`src/rtl/cur_fetch.sv`:
```
// Current-frame fetcher: walks the frame in 8x8 blocks, prefetching 32-bit words into a 4-entry FIFO.
// Optional macro CUR_FETCH_STALL_CNT_EN adds a saturating consumer-stall counter output.
module cur_fetch #(
  parameter int FRAME_W = 64,
  parameter int FRAME_H = 64,
  parameter int ADDR_W  = 16
) (
  input  logic              clk,
  input  logic              rst,
  input  logic              start,
  input  logic              need_cur,
  output logic [31:0]       cur_word,
  output logic              cur_valid,
  output logic              mem_rd,
  output logic [ADDR_W-1:0] mem_addr,
  input  logic [31:0]       mem_rdata,
  output logic              busy,
  output logic              frame_done
`ifdef CUR_FETCH_STALL_CNT_EN
  ,
  output logic [15:0]       stall_cnt
`endif
);

  localparam int BX_N    = FRAME_W / 8;
  localparam int BY_N    = FRAME_H / 8;
  localparam int BX_W    = (BX_N > 1) ? $clog2(BX_N) : 1;
  localparam int BY_W    = (BY_N > 1) ? $clog2(BY_N) : 1;
  localparam int BX_LAST = BX_N - 1;
  localparam int BY_LAST = BY_N - 1;

  typedef logic [ADDR_W-1:0] addr_t;
  typedef enum logic [1:0] {S_IDLE, S_FETCH, S_DRAIN} state_e;

  state_e          state_q, state_d;
  logic [BX_W-1:0] bx_q, bx_d;
  logic [BY_W-1:0] by_q, by_d;
  logic [2:0]      row_q, row_d;
  logic            half_q, half_d;
  logic            inflight_q;
  logic            frame_done_q, frame_done_d;
  logic            start_acc;

  logic [31:0]     fifo_mem [4];
  logic [1:0]      wr_ptr_q, rd_ptr_q;
  logic [2:0]      count_q;

  logic            push, pop, room, last_read;

  assign push      = inflight_q;
  assign cur_valid = (count_q != 3'd0);
  assign pop       = need_cur && cur_valid;
  assign cur_word  = cur_valid ? fifo_mem[rd_ptr_q] : 32'd0;
  assign busy      = (state_q != S_IDLE);
  assign frame_done = frame_done_q;

  // Occupancy plus the one possible in-flight read must leave a slot for the new read.
  assign room   = ({1'b0, count_q} + {3'b000, inflight_q} + 4'd1) <= 4'd4;
  assign mem_rd = (state_q == S_FETCH) && room;

  assign last_read = half_q && (row_q == 3'd7) &&
                     (bx_q == BX_W'(BX_LAST)) && (by_q == BY_W'(BY_LAST));

  assign mem_addr = (addr_t'(by_q) * addr_t'(8) + addr_t'(row_q)) * addr_t'(FRAME_W / 4)
                  + addr_t'(bx_q) * addr_t'(2) + addr_t'(half_q);

  // NOTE: every signal written here gets a default first, so no path leaves it unassigned
  // and no latch is inferred.
  always_comb begin
    state_d      = state_q;
    bx_d         = bx_q;
    by_d         = by_q;
    row_d        = row_q;
    half_d       = half_q;
    frame_done_d = 1'b0;
    start_acc    = 1'b0;
    case (state_q)
      S_IDLE: begin
        if (start) begin
          state_d   = S_FETCH;
          start_acc = 1'b1;
        end
      end
      S_FETCH: begin
        if (mem_rd) begin
          half_d = ~half_q;
          if (half_q) begin
            row_d = row_q + 3'd1;
            if (row_q == 3'd7) begin
              if (bx_q == BX_W'(BX_LAST)) begin
                bx_d = '0;
                by_d = (by_q == BY_W'(BY_LAST)) ? '0 : by_q + BY_W'(1);
              end else begin
                bx_d = bx_q + BX_W'(1);
              end
            end
          end
          if (last_read) state_d = S_DRAIN;
        end
      end
      S_DRAIN: begin
        if (pop && (count_q == 3'd1) && !inflight_q) begin
          state_d      = S_IDLE;
          frame_done_d = 1'b1;
        end
      end
      default: state_d = S_IDLE;
    endcase
  end

  // NOTE: sequential state uses non-blocking assignments so every register samples
  // pre-edge values regardless of statement order.
  always_ff @(posedge clk or posedge rst) begin
    if (rst) begin
      state_q      <= S_IDLE;
      bx_q         <= '0;
      by_q         <= '0;
      row_q        <= '0;
      half_q       <= 1'b0;
      inflight_q   <= 1'b0;
      frame_done_q <= 1'b0;
      wr_ptr_q     <= '0;
      rd_ptr_q     <= '0;
      count_q      <= '0;
    end else begin
      state_q      <= state_d;
      bx_q         <= bx_d;
      by_q         <= by_d;
      row_q        <= row_d;
      half_q       <= half_d;
      inflight_q   <= mem_rd;
      frame_done_q <= frame_done_d;
      if (push) wr_ptr_q <= wr_ptr_q + 2'd1;
      if (pop)  rd_ptr_q <= rd_ptr_q + 2'd1;
      case ({push, pop})
        2'b10:   count_q <= count_q + 3'd1;
        2'b01:   count_q <= count_q - 3'd1;
        default: count_q <= count_q;
      endcase
    end
  end

  // NOTE: FIFO storage is not reset; cur_word is masked while empty, so stale contents
  // are never observable.
  always_ff @(posedge clk) begin
    if (push) fifo_mem[wr_ptr_q] <= mem_rdata;
  end

`ifdef CUR_FETCH_STALL_CNT_EN
  logic [15:0] stall_q;

  always_ff @(posedge clk or posedge rst) begin
    if (rst) begin
      stall_q <= '0;
    end else if (start_acc) begin
      stall_q <= '0;
    end else if (busy && need_cur && !cur_valid && (stall_q != 16'hFFFF)) begin
      stall_q <= stall_q + 16'd1;
    end
  end

  assign stall_cnt = stall_q;
`endif

endmodule

```
`config.mk`:
```
export PLATFORM = sky130hd
export DESIGN_NAME = cur_fetch
export DESIGN_NICKNAME = d
export VERILOG_FILES = /design/src/rtl/cur_fetch.sv
export SDC_FILE = /design/constraint.sdc
export NUM_CORES = 1
export LEC_CHECK = 0
export ABC_AREA = 1
export CORE_MARGIN = 4
export CORE_UTILIZATION = 54
export DETAILED_ROUTE_END_ITERATION = 7
export MAX_ROUTING_LAYER = met4
export PLACE_DENSITY = 0.78
export SYNTH_ARGS = -nofsm -noshare
export SYNTH_HDL_FRONTEND = slang
export SYNTH_SLANG_ARGS = --single-unit
```
`constraint.sdc`:
```
create_clock -name clk -period 2 [get_ports clk]
set_input_delay 0.4 -clock clk [delete_from_list [all_inputs] [get_ports clk]]
set_output_delay 0.4 -clock clk [all_outputs]
set_load 0.02 [all_outputs]
```
== Yosys cells after proc, flatten, opt, wreduce, memory -nomap -nowiden ==
Memories as Yosys holds them, arrays and structs flattened.
Index checks and enable logic that the tools add are counted.

* Register bits: 21
* Bits in writable memories: 128
* Memories: 1
* Bits of input ports: 36
* Word-level logic and storage cells: 67
* Output and inout bits: 52

{| class="wikitable"
|+ Memories
! name !! words !! bits a word !! rd ports !! clocked after Yosys merged registers in !! write ports !! RTL line !! RTL
|-
| fifo_mem || 4 || 32 || 1 || 0 || 1 || 44 || <nowiki>logic [31:0] fifo_mem [4];</nowiki>
|}

* Equal/unequal tests: 12
* $lt $le $gt $ge: 1
* Mux-type cells: 13
* Bitwise logic cells: 1
* Add/sub/neg operators: 12
* Reductions and logical operators: 17

{| class="wikitable"
|+ Operators with widths
! kind !! count
|-
| two-way mux 32 bit || 1
|-
| adder 12 x 1 -> 13 bit || 1
|-
| adder 11 x 4 -> 12 bit || 1
|-
| adder 3 x 1 -> 3 bit, second input constant || 4
|-
| equality test 3 bit, second input constant || 3
|-
| two-way mux 2 bit || 4
|-
| != test 2 bit, second input constant || 4
|-
| AND reduction 4 bit || 2
|-
| adder 6 x 3 -> 7 bit || 1
|-
| logical AND 1 bit || 7
|-
| two-way mux 3 bit || 2
|-
| one-hot mux 2 bit (3 select lines) || 1
|-
| one-hot mux 3 bit (2 select lines) || 1
|-
| AND reduction 5 bit || 1
|-
| adder 2 x 1 -> 2 bit, second input constant || 2
|-
| adder 3 x 1 -> 4 bit || 1
|-
| adder 4 x 1 -> 4 bit, second input constant || 1
|-
| equality test 2 x 1 -> 1 bit, second input constant || 2
|-
| equality test 2 bit, second input constant || 2
|-
| less-or-equal comparator 4 x 3 -> 1 bit, second input constant || 1
|-
| two-way mux 1 bit || 4
|-
| nonzero test 2 bit || 2
|-
| equality test 3 x 1 -> 1 bit, second input constant || 1
|-
| AND reduction 3 bit || 1
|-
| 6 further kinds || 6
|}

== Logic depth before layout (Yosys ltp) ==
* Depth in word-level cells: 7
* Gate-level depth with buffers: 12
* Mapped depth without buffers: 11

== Worst setup path before layout ==
Ideal clock, no wire load.

* Kind: register to output
* Start point: register inflight_q
* End point: output mem_rd
* Required time: 1.600 ns
* Cell stages (with the launch flop): 11
* Path buffers: 1
* Arrival: 1.578 ns
* Path slack: 0.022 ns
* Cell sequence: dfrtp_1 -> clkbuf_1 -> inv_1 -> ha_1 -> inv_1 -> ha_1 -> inv_1 -> nand2_1 -> nand3_2 -> nand3_4 -> inv_1

* Cells in the longest elaborated chain, start to end: 4

{| class="wikitable"
|+ Ends and longest elaborated chain
! item !! RTL line !! RTL
|-
| from (decl) || 40 || <nowiki>logic inflight_q;</nowiki>
|-
| from (signal assigned) || 131 || <nowiki>inflight_q <= mem_rd;</nowiki>
|-
| adder 3 x 1 -> 4 bit || 58 || <nowiki>assign room = ({1'b0, count_q} + {3'b000, inflight_q} + 4'd1) <= 4'd4;</nowiki>
|-
| adder 4 x 1 -> 4 bit || 58 ||
|-
| less-or-equal comparator 4 x 3 -> 1 bit || 58 ||
|-
| logical AND 1 bit || 59 || <nowiki>assign mem_rd = (state_q == S_FETCH) && room;</nowiki>
|-
| to (decl) || 14 || <nowiki>output logic mem_rd,</nowiki>
|}

No other way between the ends.

== Worst setup path in the final report ==
* Start point: register rd_ptr_q[0]
* End point: output cur_word[26]

* Cells in the longest elaborated chain, start to end: 2

{| class="wikitable"
|+ Ends and longest elaborated chain
! item !! RTL line !! RTL
|-
| from (decl) || 45 || <nowiki>logic [1:0] wr_ptr_q, rd_ptr_q;</nowiki>
|-
| from (signal assigned) || 134 || <nowiki>if (pop) rd_ptr_q <= rd_ptr_q + 2'd1;</nowiki>
|-
| memory (4 x 32 bit) || n/a ||
|-
| two-way mux 32 bit || 53 || <nowiki>assign cur_word = cur_valid ? fifo_mem[rd_ptr_q] : 32'd0;</nowiki>
|-
| to (decl) || 12 || <nowiki>output logic [31:0] cur_word,</nowiki>
|}

No other way between the ends.

==> key figures <==
Yosys
  • YS warnings: 0
  • Number of distinct library cells after synthesis: 26
  • Cell Area, Synth: 6237 sq um
  • Post-synth top area cell: edfxtp_1
  • Synth top area cells: edfxtp_1, dfrtp_1, nor2_1, o21ai_0, ha_1
  • Post-synthesis register bit count: 149
  • Syn_area_per_cell: 11.84 sq um
  • Share of the synthesized area in the top cell type: 0.6162
  • Sequential share of the synthesized area: 0.7005
  • Post-synthesis cell count: 527

Floorplan
  • Starting Density: 0.5630
  • Die Wd: 115.5 um
  • Die Y: 115.5 um
  • I/O pin count: 88
  • Die Footprint: 13,330 sq um
  • Rows: 38
  • Core region area: 11,080 sq um

Timing
  • Hold WS: 0.3090 ns
  • Final Hold Fails: 0
  • Fin. max-slew vios: 0
  • Fmax: 451.7 MHz
  • Setup violators final: 35
  • Worst clock skew: 0.007781 ns
  • Worst setup margin: -0.2138 ns
  • RSZ-0062 raised after global routing: true
  • Crit share post-route: 1.107
  • Final min period: 2.214 ns

GRT
  • Total congestion overflow: 0
  • Vias in the first global route: 4,722
  • Pin count of the biggest net entering global routing: 33
  • Global-route wire length before repair: 22,540 um
  • Total track usage: 0.2327
  • Initial antenna violation count: 0

Final layout
  • Most frequent cells in the layout: edfxtp_1, nor2_1, clkdlybuf4s50_1, o21ai_1
  • Core Util, Final: 0.7951
  • Most common cell after layout, fill and taps aside: edfxtp_1
  • Final Instance Count excl. Fillers: 805
  • Diodes inserted: 0
  • Area grow syn2layout: 41.22%
  • Fin nets: 705
  • Layout cells sized above 1: 0.2947
  • Fill count: 606

Worst setup path
  • Critical path capture point type: output pin
  • Largest stage delay, worst path: 0.42 ns
  • Critical path cell sequence: buf_12 -> buf_12 -> buf_16 -> nor2_1 -> nor2_1 -> o21ai_2 -> a21oi_4 -> buf_6
  • Worst-path cell with the longest stage delay: dfrtp_2
  • R2R Path Start: count_q[1]$_DFFE_PP0P_
  • Setup crit start: rd_ptr_q[0]$_DFFE_PP0N_
  • Worst EP arrival: 1.81 ns
  • Critical Path Fanout Max: 8
  • Startpoint Class: register
  • CP required: 1.60 ns
  • Class of the most critical setup path: register to output pin

Route
  • DR vias/cell: 5.656
  • DR DRC count: 0
  • Routed wire length: 16,610 um
  • Drt first pass iters: 5
  • Antenna-violating nets left: 0
  • Detailed Route Iter0 Violations: 438
  • Drt wl/cell: 20.63 um
  • Routed vias: 4,553

Place
  • DP HPWL: 7924 um
  • IO Port Bufs: 81
  • GPL Wtd Cong: 0.7345
  • Worst slack at placement: -0.2914 ns
  • DP Cell Count: 752

Clock network
  • CTS sink count: 149
  • CTS buffer count: 17
  • Hold_buf cts: 0
  • CTS tree: done
  • H-Tree Depth: 4
  • Worst-path clk slew: 0.06 ns
  • Clock Latency Late Sink: 0.42 ns
  • CTS Buffer Depth: 2
  • Clock Tree Root: clkbuf_16

Outcome
  • Failing checks: negative setup slack
  • Status: finished with violations

Power
  • Post-layout power: 16.49 mW
  • Static Leakage: 3.316 nW
  • Peak VDD IR: 1417 uV
  • Pwr Density: 1872 nW/um^2

Job
  • Max-cap violation count: 0

Min path
  • Worst min-delay path class: primary input to async pin
metrics by stage:
step	TNS (ns)	cell area, sq um
after global placement	-3.029	7388
after global routing	-8.347	8808
final	-6.004	8808
after CTS	-3.934	8148
after detailed placement	-4.316	7388
after floorplan	0	6256
power breakdown:
group	internal [mW]	switching (mW)	total, mW
Clock	1.69	1.25	2.95
Sequential	4.31	0.356	4.67
Combinational	3.96	4.91	8.87
flip-flops by register name, indices dropped and copies added (netlist names):
register and flops:
half_q 1, rd_ptr_q 2, bx_q 3, state_q 2
inflight_q 1, row_q 3, frame_done 1, wr_ptr_q 2
by_q 3, count_q 3, fifo_mem 128
final timing paths:
path                                            to  slack [ns]  cells past startpoint
max                                   cur_word[26]       -0.21                      8
min                        wr_ptr_q[1]$_DFFE_PP0P_        0.31                      3
max reg2reg                 count_q[2]$_DFFE_PP0P_       -0.10                     12
min reg2reg                   frame_done$_DFF_PP0_        0.48                      1
max in group asynchronous  rd_ptr_q[0]$_DFFE_PP0N_        1.44                      3
min in group clk              frame_done$_DFF_PP0_        0.48                      1
final cells by class:
cell class / instances / area, sq um / area share
clock buffer: 18 / 429.2 / 0.04872
clock inverter: 14 / 112.6 / 0.01278
tap: 140 / 175.2 / 0.01989
sequential: 149 / 4370 / 0.4962
inverter: 33 / 138.9 / 0.01577
timing repair buffer: 132 / 1573 / 0.1786
multi-input combinational: 319 / 2009 / 0.2281
logic make-up after synthesis:
kind of cell / Yosys count / share of synthesized area
AO/OA/AOI/OAI: 108 / 0.08786
adder cells (fa/ha/maj): 17 / 0.03410
other: 1 / 0.0006012
flip-flops: 149 / 0.7005
AND/OR/NAND/NOR: 181 / 0.1176
XOR/XNOR: 7 / 0.009830
buffers and inverters: 64 / 0.04955
what timing repair did:
item,4_1_cts,5_1_grt
resized for setup,198,159
pin swaps,6,17
cloned,5,6
buffers inserted,6,6
setup endpoints to repair,34,39
synth_stat cells (all sizes together):
cell and count:
conb 1, or2 1, nand2 30, edfxtp 128, nor3 1, nor2 138
xor2 5, xnor2 2, nand4 3, dfrtp 21, inv 33, clkbuf 12
o21ai 73, buf 19, a21oi 32, ha 17, nand3 8, o21bai 3
layer usage:
layer	wire length, um	track usage	part of all wire
met1	6103	0.2645	0.37
met4	431	0.08920	0.026
met2	8876	0.3985	0.53
met3	1199	0.05744	0.072
met5	0	-	0
critical path, delay by kind of cell (launching register included):
family | cells | cell delay (ns)
buffers and inverters | 4 | 0.53
flip-flops | 1 | 0.42
AO/OA/AOI/OAI | 2 | 0.25
AND/OR/NAND/NOR | 2 | 0.18
Power figures use the tool's default switching activity.
